### config.mk
export PLATFORM = sky130hd
export DESIGN_NAME = riscv_v_bw_reduct_acc
export DESIGN_NICKNAME = d
export VERILOG_FILES = /design/src/rtl/riscv_v_pkg.sv /design/src/rtl/riscv_v_reduct_combine.sv /design/src/rtl/riscv_v_bw_reduct_acc.sv
export SDC_FILE = /design/constraint.sdc
export NUM_CORES = 1
export LEC_CHECK = 0
export BUFFER_PORTS_ARGS = -buffer_cell sky130_fd_sc_hd__buf_4
export CAP_MARGIN = 20
export CORE_MARGIN = 8
export CORE_UTILIZATION = 59
export CTS_CLUSTER_DIAMETER = 80
export DETAILED_ROUTE_END_ITERATION = 7
export PLACE_DENSITY = 0.86
export SETUP_SLACK_MARGIN = 0.02
export SLEW_MARGIN = 15
export SYNTH_ARGS = -nofsm -noshare
export SYNTH_HDL_FRONTEND = slang
export SYNTH_SLANG_ARGS = --single-unit
### constraint.sdc
create_clock -name clk -period 4.02 [get_ports clk]
set_clock_uncertainty 0.2 [all_clocks]
set_input_delay 0.804 -clock clk [delete_from_list [all_inputs] [get_ports clk]]
set_output_delay 0.804 -clock clk [all_outputs]
set_load 0.1 [all_outputs]
### src/rtl/riscv_v_pkg.sv
// riscv_v_pkg
// Shared definitions for the vector bitwise-unit reduction path:
//   - datapath width and element-size encoding width
//   - bitwise combine op encoding (riscv_v_bw_op_e)
//   - one-hot element-size constants and width_mask() helper
//   - reduction accumulator state encoding
package riscv_v_pkg;

    localparam int RISCV_V_DATA_WIDTH       = 128;
    localparam int RISCV_V_NUM_VALID_OSIZES = 5;

    typedef enum logic [1:0] {
        BW_AND  = 2'b00,
        BW_OR   = 2'b01,
        BW_XOR  = 2'b10,
        BW_RSVD = 2'b11
    } riscv_v_bw_op_e;

    typedef enum logic [1:0] {
        ST_IDLE  = 2'b00,
        ST_ACCUM = 2'b01,
        ST_FULL  = 2'b10
    } riscv_v_reduct_state_e;

    localparam logic [RISCV_V_NUM_VALID_OSIZES-1:0] OSIZE_8B   = 5'b00001;
    localparam logic [RISCV_V_NUM_VALID_OSIZES-1:0] OSIZE_16B  = 5'b00010;
    localparam logic [RISCV_V_NUM_VALID_OSIZES-1:0] OSIZE_32B  = 5'b00100;
    localparam logic [RISCV_V_NUM_VALID_OSIZES-1:0] OSIZE_64B  = 5'b01000;
    localparam logic [RISCV_V_NUM_VALID_OSIZES-1:0] OSIZE_128B = 5'b10000;

    // Low-order ones covering one element; a malformed (non-one-hot) size
    // keeps the full beat so no data is silently dropped.
    function automatic logic [RISCV_V_DATA_WIDTH-1:0] width_mask(
        input logic [RISCV_V_NUM_VALID_OSIZES-1:0] osize
    );
        logic [RISCV_V_DATA_WIDTH-1:0] ones;
        ones = {RISCV_V_DATA_WIDTH{1'b1}};
        case (osize)
            OSIZE_8B:   width_mask = ones >> (RISCV_V_DATA_WIDTH - 32'd8);
            OSIZE_16B:  width_mask = ones >> (RISCV_V_DATA_WIDTH - 32'd16);
            OSIZE_32B:  width_mask = ones >> (RISCV_V_DATA_WIDTH - 32'd32);
            OSIZE_64B:  width_mask = ones >> (RISCV_V_DATA_WIDTH - 32'd64);
            OSIZE_128B: width_mask = ones;
            default:    width_mask = ones;
        endcase
    endfunction

endpackage

### src/rtl/riscv_v_reduct_combine.sv
// riscv_v_reduct_combine
// Combinational combine step of the reduction accumulator.
// Ports:
//   acc     - current partial (already masked to element width)
//   operand - incoming bitwise-unit result beat
//   op      - AND / OR / XOR / reserved (reserved replaces)
//   osize   - one-hot element size selecting the mask
//   start   - beat opens a new group: result is the masked operand alone
//   result  - next partial / final value, zero above element width
module riscv_v_reduct_combine
    import riscv_v_pkg::*;
#(
    parameter int DATA_WIDTH = RISCV_V_DATA_WIDTH,
    parameter int NUM_OSIZES = RISCV_V_NUM_VALID_OSIZES
) (
    input  logic [DATA_WIDTH-1:0] acc,
    input  logic [DATA_WIDTH-1:0] operand,
    input  riscv_v_bw_op_e        op,
    input  logic [NUM_OSIZES-1:0] osize,
    input  logic                  start,
    output logic [DATA_WIDTH-1:0] result
);

    logic [DATA_WIDTH-1:0] mask_s;
    logic [DATA_WIDTH-1:0] masked_s;

    assign mask_s   = DATA_WIDTH'(width_mask(RISCV_V_NUM_VALID_OSIZES'(osize)));
    assign masked_s = operand & mask_s;

    // Apply the latched op; a group start or the reserved op overwrites the partial
    always_comb begin
        result = masked_s;
        if (start) begin
            result = masked_s;
        end else begin
            case (op)
                BW_AND:  result = acc & masked_s;
                BW_OR:   result = acc | masked_s;
                BW_XOR:  result = acc ^ masked_s;
                BW_RSVD: result = masked_s;
                default: result = masked_s;
            endcase
        end
    end

endmodule

### src/rtl/riscv_v_bw_reduct_acc.sv
// riscv_v_bw_reduct_acc
// Collects bitwise-unit result beats, folds reduction groups into a single
// element-width value and presents results through a one-entry output
// register with valid/ready handshake on both sides.
// Ports:
//   clk, rst                      - clock, synchronous active-high reset
//   in_valid/in_ready             - input beat handshake
//   in_result                     - beat data
//   in_is_reduct/in_first/in_last - reduction group framing
//   in_op, in_osize               - combine op and one-hot element size
//   out_valid/out_ready           - result handshake
//   out_data, out_nbeats          - result value and beats folded (sat. 15)
//   err_restart                   - one-cycle pulse when a partial is abandoned
module riscv_v_bw_reduct_acc
    import riscv_v_pkg::*;
#(
    parameter int DATA_WIDTH = RISCV_V_DATA_WIDTH,
    parameter int NUM_OSIZES = RISCV_V_NUM_VALID_OSIZES
) (
    input  logic                  clk,
    input  logic                  rst,
    input  logic                  in_valid,
    output logic                  in_ready,
    input  logic [DATA_WIDTH-1:0] in_result,
    input  logic                  in_is_reduct,
    input  logic                  in_first,
    input  logic                  in_last,
    input  logic [1:0]            in_op,
    input  logic [NUM_OSIZES-1:0] in_osize,
    output logic                  out_valid,
    input  logic                  out_ready,
    output logic [DATA_WIDTH-1:0] out_data,
    output logic [3:0]            out_nbeats,
    output logic                  err_restart
);

    riscv_v_reduct_state_e state_r, state_s;
    logic [DATA_WIDTH-1:0] acc_r, acc_s;
    logic [3:0]            cnt_r, cnt_s;
    logic [NUM_OSIZES-1:0] osize_r, osize_s;
    riscv_v_bw_op_e        op_r, op_s;
    logic                  out_valid_r, out_valid_s;
    logic [DATA_WIDTH-1:0] out_data_r, out_data_s;
    logic [3:0]            out_nbeats_r, out_nbeats_s;
    logic                  err_r, err_s;

    logic                  accept_s;
    logic                  start_s;
    riscv_v_bw_op_e        op_sel_s;
    logic [NUM_OSIZES-1:0] osize_sel_s;
    logic [DATA_WIDTH-1:0] combined_s;
    logic [3:0]            cnt_inc_s;

    // The output register can take a new beat only when it is empty or draining this cycle.
    assign in_ready = (state_r != ST_FULL) || out_ready;
    assign accept_s = in_valid && in_ready;

    // Any reduct beat that does not land on a live partial opens a new group.
    assign start_s     = in_first || (state_r != ST_ACCUM);
    assign op_sel_s    = start_s ? riscv_v_bw_op_e'(in_op) : op_r;
    assign osize_sel_s = start_s ? in_osize : osize_r;
    assign cnt_inc_s   = start_s ? 4'd1 : ((cnt_r == 4'd15) ? 4'd15 : (cnt_r + 4'd1));

    riscv_v_reduct_combine #(
        .DATA_WIDTH (DATA_WIDTH),
        .NUM_OSIZES (NUM_OSIZES)
    ) u_combine (
        .acc     (acc_r),
        .operand (in_result),
        .op      (op_sel_s),
        .osize   (osize_sel_s),
        .start   (start_s),
        .result  (combined_s)
    );

    // Next-state and next-register values for the accumulator FSM
    always_comb begin
        state_s      = state_r;
        acc_s        = acc_r;
        cnt_s        = cnt_r;
        osize_s      = osize_r;
        op_s         = op_r;
        out_valid_s  = out_valid_r;
        out_data_s   = out_data_r;
        out_nbeats_s = out_nbeats_r;
        err_s        = 1'b0;

        // Drain of the output register; a partial is never pending in FULL
        case (state_r)
            ST_FULL: begin
                if (out_ready) begin
                    out_valid_s = 1'b0;
                    state_s     = ST_IDLE;
                end else begin
                    out_valid_s = 1'b1;
                end
            end
            ST_IDLE:  state_s = ST_IDLE;
            ST_ACCUM: state_s = ST_ACCUM;
            default:  state_s = ST_IDLE;
        endcase

        if (accept_s) begin
            if (!in_is_reduct) begin
                out_data_s   = in_result;
                out_nbeats_s = 4'd1;
                out_valid_s  = 1'b1;
                state_s      = ST_FULL;
                acc_s        = {DATA_WIDTH{1'b0}};
                cnt_s        = 4'd0;
                err_s        = (state_r == ST_ACCUM);
            end else begin
                err_s = in_first && (state_r == ST_ACCUM);
                if (in_last) begin
                    out_data_s   = combined_s;
                    out_nbeats_s = cnt_inc_s;
                    out_valid_s  = 1'b1;
                    state_s      = ST_FULL;
                    acc_s        = {DATA_WIDTH{1'b0}};
                    cnt_s        = 4'd0;
                end else begin
                    acc_s   = combined_s;
                    cnt_s   = cnt_inc_s;
                    osize_s = osize_sel_s;
                    op_s    = op_sel_s;
                    state_s = ST_ACCUM;
                end
            end
        end else begin
            err_s = 1'b0;
        end
    end

    // State, accumulator and output registers; reset wins over any handshake
    always_ff @(posedge clk) begin
        if (rst) begin
            state_r      <= ST_IDLE;
            acc_r        <= {DATA_WIDTH{1'b0}};
            cnt_r        <= 4'd0;
            osize_r      <= {NUM_OSIZES{1'b0}};
            op_r         <= BW_AND;
            out_valid_r  <= 1'b0;
            out_data_r   <= {DATA_WIDTH{1'b0}};
            out_nbeats_r <= 4'd0;
            err_r        <= 1'b0;
        end else begin
            state_r      <= state_s;
            acc_r        <= acc_s;
            cnt_r        <= cnt_s;
            osize_r      <= osize_s;
            op_r         <= op_s;
            out_valid_r  <= out_valid_s;
            out_data_r   <= out_data_s;
            out_nbeats_r <= out_nbeats_s;
            err_r        <= err_s;
        end
    end

    assign out_valid   = out_valid_r;
    assign out_data    = out_data_r;
    assign out_nbeats  = out_nbeats_r;
    assign err_restart = err_r;

endmodule

# Word-level counts from Yosys, hierarchy flattened
# Cells that the tools add are included.
totals:
  ff_bits: 275
  in_bits: 142
  out_inout_bits: 135
  word_cells: 64
op_classes:
  addsub: 1
  n_eq_ne: 14
  muxes: 26
  bitwise_logic: 6
  n_reduce_logical: 8
ops:
  columns: ["op", "n"]
  rows:
  - ["$pmux W128 S4", 2]
  - ["$mux W128", 5]
  - ["$and A128 B128 Y128", 2]
  - ["$or A128 B128 Y128", 1]
  - ["$xor A128 B128 Y128", 1]
  - ["$mux W4", 6]
  - ["$mux W2", 5]
  - ["$eq A2 B2 Y1 const B", 3]
  - ["$mux W1", 6]
  - ["$eq A5 B1 Y1 const B", 1]
  - ["$eq A5 B2 Y1 const B", 1]
  - ["$eq A5 B3 Y1 const B", 1]
  - ["$eq A5 B4 Y1 const B", 1]
  - ["$mux W5", 1]
  - ["$add A4 B1 Y4 const B", 1]
  - ["$eq A2 B1 Y1 const B", 2]
  - ["$eq A4 B4 Y1 const B", 1]
  - ["$ne A2 B1 Y1 const B", 2]
  - ["$pmux W2 S2", 1]
  - ["$ne A3 B3 Y1 const B", 1]
  - ["$reduce_and A3 Y1", 1]
  - ["$logic_and A1 B1 Y1", 2]
  - ["$logic_not A2 Y1", 1]
  - ["$logic_or A1 B1 Y1", 2]
  - ["other kinds (4)", 5]

# Depth between registers and ports, before layout
depth:
  ltp_word: 11
  mapped_depth: 15
  depth_no_buf: 11

# Modules after synthesis
# From an unflattened synthesis, not the netlist that was laid out.
hier_totals:
  hier_cells: 2619
  hier_area_um2: 20205.6
by_module_without_submodules:
  columns: ["module", "instances", "cells_each", "area_per_inst_um2", "seq_area_each_um2"]
  rows:
  - ["riscv_v_bw_reduct_acc", 1, 1304, 11921.4, 5505.3]
  - ["riscv_v_reduct_combine", 1, 1315, 8284.2, 0.0]

# Worst setup path before layout
# Ideal clock, no wire load.
synth_timing:
  kind: "input-to-reg"
  start: "in in_first"
  end: "reg out_data_r[12], in the netlist out_data[12]"
  setup_ps: 130
  arrival_time_ps: 2978
  required_time_ps: 3690
  path_slack_ps: 712
  path_stages: 14
  n_path_buf: 3
  path_cell_list: "or3b_1 > buf_4 > buf_6 > nor4b_2 > a31oi_2 > clkbuf_1 > and2_1 > inv_1 > ha_1 > mux2i_1 > o22a_1 > nor2_1 > a21oi_1 > o32ai_1"
synth_between:
  elab_chain_cells: 10
  elab_cells_between_ends: 20
  classes_between: "eq/ne: 7; mux: 7; bitwise: 4; reduce/logical: 2"
synth_rtl:
  columns: ["item", "line_no", "source"]
  rows:
  - ["from (decl)", "riscv_v_bw_reduct_acc.sv:26", "input logic in_first,"]
  - ["$logic_or A1 B1 Y1 *", "riscv_v_bw_reduct_acc.sv:59", "assign start_s = in_first || (state_r != ST_ACCUM);"]
  - ["$mux W5", "riscv_v_bw_reduct_acc.sv:61", "assign osize_sel_s = start_s ? in_osize : osize_r;"]
  - ["$eq A5 B4 Y1, or another cell as far along", "riscv_v_pkg.sv:38", "case (osize)"]
  - ["$pmux W128 S4", "riscv_v_pkg.sv:38", null]
  - ["$and A128 B128 Y128", "riscv_v_reduct_combine.sv:28", "assign masked_s = operand & mask_s;"]
  - ["$xor A128 B128 Y128, or another cell as far along", "riscv_v_reduct_combine.sv:39", "BW_XOR: result = acc ^ masked_s;"]
  - ["$pmux W128 S4", "riscv_v_reduct_combine.sv:36", "case (op)"]
  - ["$mux W128 *", "riscv_v_reduct_combine.sv:33", "if (start) begin"]
  - ["$mux W128 *", "riscv_v_bw_reduct_acc.sv:114", "if (in_last) begin"]
  - ["$mux W128 *", "riscv_v_bw_reduct_acc.sv:104", "if (!in_is_reduct) begin"]
  - ["to (signal assigned)", "riscv_v_bw_reduct_acc.sv:143", "out_data_r <= {DATA_WIDTH{1'b0}};"]
  - ["to (signal assigned)", "riscv_v_bw_reduct_acc.sv:153", "out_data_r <= out_data_s;"]
  - ["to (decl)", "riscv_v_bw_reduct_acc.sv:43", "logic [DATA_WIDTH-1:0] out_data_r, out_data_s;"]
# Every way passes the cells marked *; elsewhere a longest branch is shown, timed or not. The select of a mux whose other input is x is not followed.
# A chain may end at the register's enable or synchronous reset.

# Final worst setup path
layout_timing:
  start: "reg state_r[0]"
  end: "reg acc_r[40]"
layout_between:
  elab_chain_cells: 11
  elab_cells_between_ends: 24
  classes_between: "eq/ne: 9; mux: 7; bitwise: 4; reduce/logical: 4"
layout_rtl:
  columns: ["item", "line_no", "source"]
  rows:
  - ["from (decl)", "riscv_v_bw_reduct_acc.sv:37", "riscv_v_reduct_state_e state_r, state_s;"]
  - ["from (signal assigned)", "riscv_v_bw_reduct_acc.sv:147", "state_r <= state_s;"]
  - ["$ne A2 B1 Y1", "riscv_v_bw_reduct_acc.sv:59", null]
  - ["$logic_or A1 B1 Y1", "riscv_v_bw_reduct_acc.sv:59", null]
  - ["$mux W5", "riscv_v_bw_reduct_acc.sv:61", null]
  - ["$eq A5 B4 Y1, or another cell as far along", "riscv_v_pkg.sv:38", null]
  - ["$pmux W128 S4", "riscv_v_pkg.sv:38", null]
  - ["$and A128 B128 Y128", "riscv_v_reduct_combine.sv:28", null]
  - ["$xor A128 B128 Y128, or another cell as far along", "riscv_v_reduct_combine.sv:39", null]
  - ["$pmux W128 S4", "riscv_v_reduct_combine.sv:36", null]
  - ["$mux W128", "riscv_v_reduct_combine.sv:33", null]
  - ["$mux W128", "riscv_v_bw_reduct_acc.sv:114", null]
  - ["$mux W128", "riscv_v_bw_reduct_acc.sv:104", null]
  - ["to (signal assigned)", "riscv_v_bw_reduct_acc.sv:138", "acc_r <= {DATA_WIDTH{1'b0}};"]
  - ["to (signal assigned)", "riscv_v_bw_reduct_acc.sv:148", "acc_r <= acc_s;"]
  - ["to (decl)", "riscv_v_bw_reduct_acc.sv:38", "logic [DATA_WIDTH-1:0] acc_r, acc_s;"]
# Several ways; a longest one is shown, not always the timed one.

==> impl_metrics.json <==
{
  "final_cell_mix": "311 x buf_4, 302 x a21oi_1, 278 x inv_1, 274 x dfxtp_1, 247 x nand2_1",
  "gp_congestion": 0.833,
  "nFillCells": 2520,
  "clk_pin_slew_ns": 0.06,
  "r2r_setup_slack_ns": 0.60,
  "ant_nets": 0,
  "antenna_found_initial": 7,
  "htree_levels": 2,
  "rows": 66,
  "avgViaCountPerCell": 6.37,
  "worst_slew_pin_slew_ns": 1.18,
  "ys_types": 64,
  "layout-drive-gt1-share_pct": 14.8,
  "syn_nets": 2912,
  "crit_arrival_ns": 3.58,
  "post-route-util_pct": 70.1,
  "max-cap-violations": 0,
  "synthArstFlopShare_pct": 0,
  "slew_violations": 0,
  "routed_wl_um": 62600,
  "core_area_um2": 32400,
  "startpoint_type": "flip-flop",
  "final_common_cell": "buf_4",
  "fmax_mhz": 292,
  "vias": 20065,
  "pwr-share-seq_pct": 34.9,
  "numCtsBuffers": 34,
  "hold_class": "reg -> reg",
  "fin_crit_ns": 3.42,
  "ys_seq_elements": 275,
  "finalHoldViolCount": 0,
  "status": "complete, no violations",
  "dieArea_um2": 38800,
  "cts_sinks": 275,
  "area_delta_synth_final_pct": 17.4,
  "r2r-start": "state_r[0]$_SDFFE_PP0P_",
  "yosysSeqAreaShare_pct": 28.5,
  "p_sw_mw": 3.08,
  "vdd_drop_max_mv": 0.262,
  "start_util_pct": 59.7,
  "ios": 277,
  "synth_flop_cell": "dfxtp_1",
  "die_x_um": 197,
  "netlist_instances": 2546,
  "path_class": "reg -> reg",
  "crit_path_end_kind": "flip-flop",
  "cp_max_fo": 96,
  "pwr-share-comb_pct": 27.7,
  "p_leak_nw": 9.80,
  "seq_area_um2": 5510,
  "grt_pass1_vias": 19987,
  "r2r_end": "acc_r[40]$_SDFFE_PP0P_",
  "cts_tree": "yes",
  "port_buffers": 276,
  "grt-ovfl-total": 0,
  "cts_setup_buffers": 0,
  "dr.pass1.iters": 5,
  "synth-edff-count": 0,
  "period_share_pct": 85.1,
  "design_power_total_mw": 8.58,
  "finalNetCount": 3049,
  "p_int_mw": 5.50,
  "cts_root_buf": "clkbuf_16",
  "min_from": "acc_r[30]$_SDFFE_PP0P_",
  "grt_max_degree": 116,
  "clk_latency_ns": 0.51,
  "post_drt_wl_per_cell_um": 19.8,
  "first_iter_violations": 1921,
  "cts.repair.resized": 0,
  "setup_viol": 0,
  "dp_hpwl_um": 38000,
  "rsz0062_at_grt": "false",
  "syn_avg_cell_area_um2": 7.58,
  "grt_pass1_wl_um": 99400,
  "dieHeight_um": 197,
  "hold_end": "acc_r[30]$_SDFFE_PP0P_",
  "relSlewSlack_pct": 21.5,
  "power.share.clock_pct": 37.3,
  "cts.path.max_buffers": 3,
  "track_usage_pct": 30.5,
  "multiInputGateArea_um2": 11900,
  "whs_path_depth": 2,
  "ctsHoldBuffers": 0,
  "netlist_area_um2": 19300,
  "tns_ns": 0,
  "drc": 0,
  "worstRegToRegCells": 9,
  "yosys_warnings": 0,
  "p_per_area_nw_per_um2": 378,
  "required_ns": 4.18,
  "power.share.switching_pct": 35.9
}
metal layers:
metal  GRT usage (%)  wire length (um)  share of wire, %  vias up
li1                -                 -                 -     9260
met1            36.2             24400                39     9536
met2            51.8             29600                47     1079
met3            6.48              6270                10      178
met4            14.7              2240               3.6       12
met5               0                81              0.13        -
flip-flops by register name, indices dropped and copies added, names as in the netlist:
| name | flops |
|---|---|
| err_restart | 1 |
| out_nbeats | 4 |
| op_r | 2 |
| state_r | 2 |
| osize_r | 5 |
| out_data | 128 |
| cnt_r | 4 |
| acc_r | 128 |
| out_valid | 1 |
critical path: stages, from the launching register on:
cell	delay, ns
dfxtp_1	0.50
nor3b_4	0.25
buf_4	0.44
o41a_2	0.21
buf_4	0.70
nand2_1	0.15
ha_1	0.33
o2bb2ai_1	0.15
a22oi_1	0.17
a21oi_1	0.09
Yosys cell counts, types with 3 or more instances:
cell type | instances | area, um2
clkbuf_1 | 153 | 574
o21ai_0 | 239 | 1200
buf_6 | 6 | 67.6
o2bb2ai_1 | 34 | 298
buf_1 | 21 | 78.8
o21ai_1 | 15 | 75.1
a221o_1 | 63 | 631
o32ai_1 | 24 | 210
o22a_1 | 24 | 210
a31oi_1 | 79 | 494
a21oi_1 | 302 | 1510
a21o_1 | 26 | 195
and3_1 | 29 | 181
a2bb2oi_1 | 8 | 70.1
dfxtp_1 | 275 | 5510
a22oi_1 | 46 | 345
ha_1 | 224 | 2800
a32o_1 | 26 | 260
nor2_1 | 86 | 323
buf_2 | 35 | 175
nand2_1 | 248 | 931
mux2i_1 | 33 | 330
a22o_1 | 10 | 87.6
nand2b_1 | 5 | 31.3
nand3_1 | 84 | 420
or3_1 | 3 | 18.8
and2_1 | 90 | 563
xor2_1 | 4 | 35.0
nor3_1 | 3 | 15.0
inv_1 | 279 | 1050
nand4_1 | 33 | 206
how the worst max path moves through the flow:
stage	depth (start not counted)	slack [ns]	start	to
floorplan	14	0.71	in_first	out_data[12]$_SDFFE_PP0P_
global placement	12	0.24	in_first	out_data[27]$_SDFFE_PP0P_
detailed placement	13	0.27	in_first	out_data[24]$_SDFFE_PP0P_
CTS	9	0.69	state_r[0]$_SDFFE_PP0P_	acc_r[40]$_SDFFE_PP0P_
global route	9	0.40	state_r[0]$_SDFFE_PP0P_	acc_r[47]$_SDFFE_PP0P_
finish	9	0.60	state_r[0]$_SDFFE_PP0P_	acc_r[40]$_SDFFE_PP0P_
power groups by stage:
stage,clock [mW],sequential (mW),combinational [mW]
CTS,3.23,2.99,2.36
global route,3.33,3.01,2.52
floorplan,0,3.87,0.860
finish,3.20,3.00,2.38
global placement,0,3.05,2.27
detailed placement,0,3.05,2.35
per-stage QoR:
step / instances / instance area [um2] / setup WS, ns / hold WS (ns)
after floorplan: 2546 / 19300 / 0.712 / 0.253
after global placement: 3088 / 21500 / 0.241 / 0.261
after detailed placement: 3089 / 21500 / 0.268 / 0.270
after CTS: 3151 / 22700 / 0.689 / 0.284
after global routing: 3151 / 22700 / 0.404 / 0.308
final: 3152 / 22700 / 0.600 / 0.284
final cells by class:
class                   instances  area share [%]
well taps                     442            2.44
diodes                          1          0.0110
inverters                     280            4.64
clock inverters                 6           0.364
clock buffers                  56            4.79
flip-flops and latches        275            24.3
repair buffers                318            10.9
multi-input cells            1774            52.6
cells by family (layout without fill, tap and decap cells):
family          Yosys count  count (layout)  share of synthesized area (%)
compound gates          912             912                           29.8
simple gates            599             599                           14.9
other cells               0               1                              0
fa+ha+maj               224             224                           14.5
buf+inv                 497             660                           10.2
xor+xnor                  4               4                          0.181
mux                      35              35                           1.90
flops                   275             275                           28.5
Note: power is estimated with default switching activity, not from simulation.
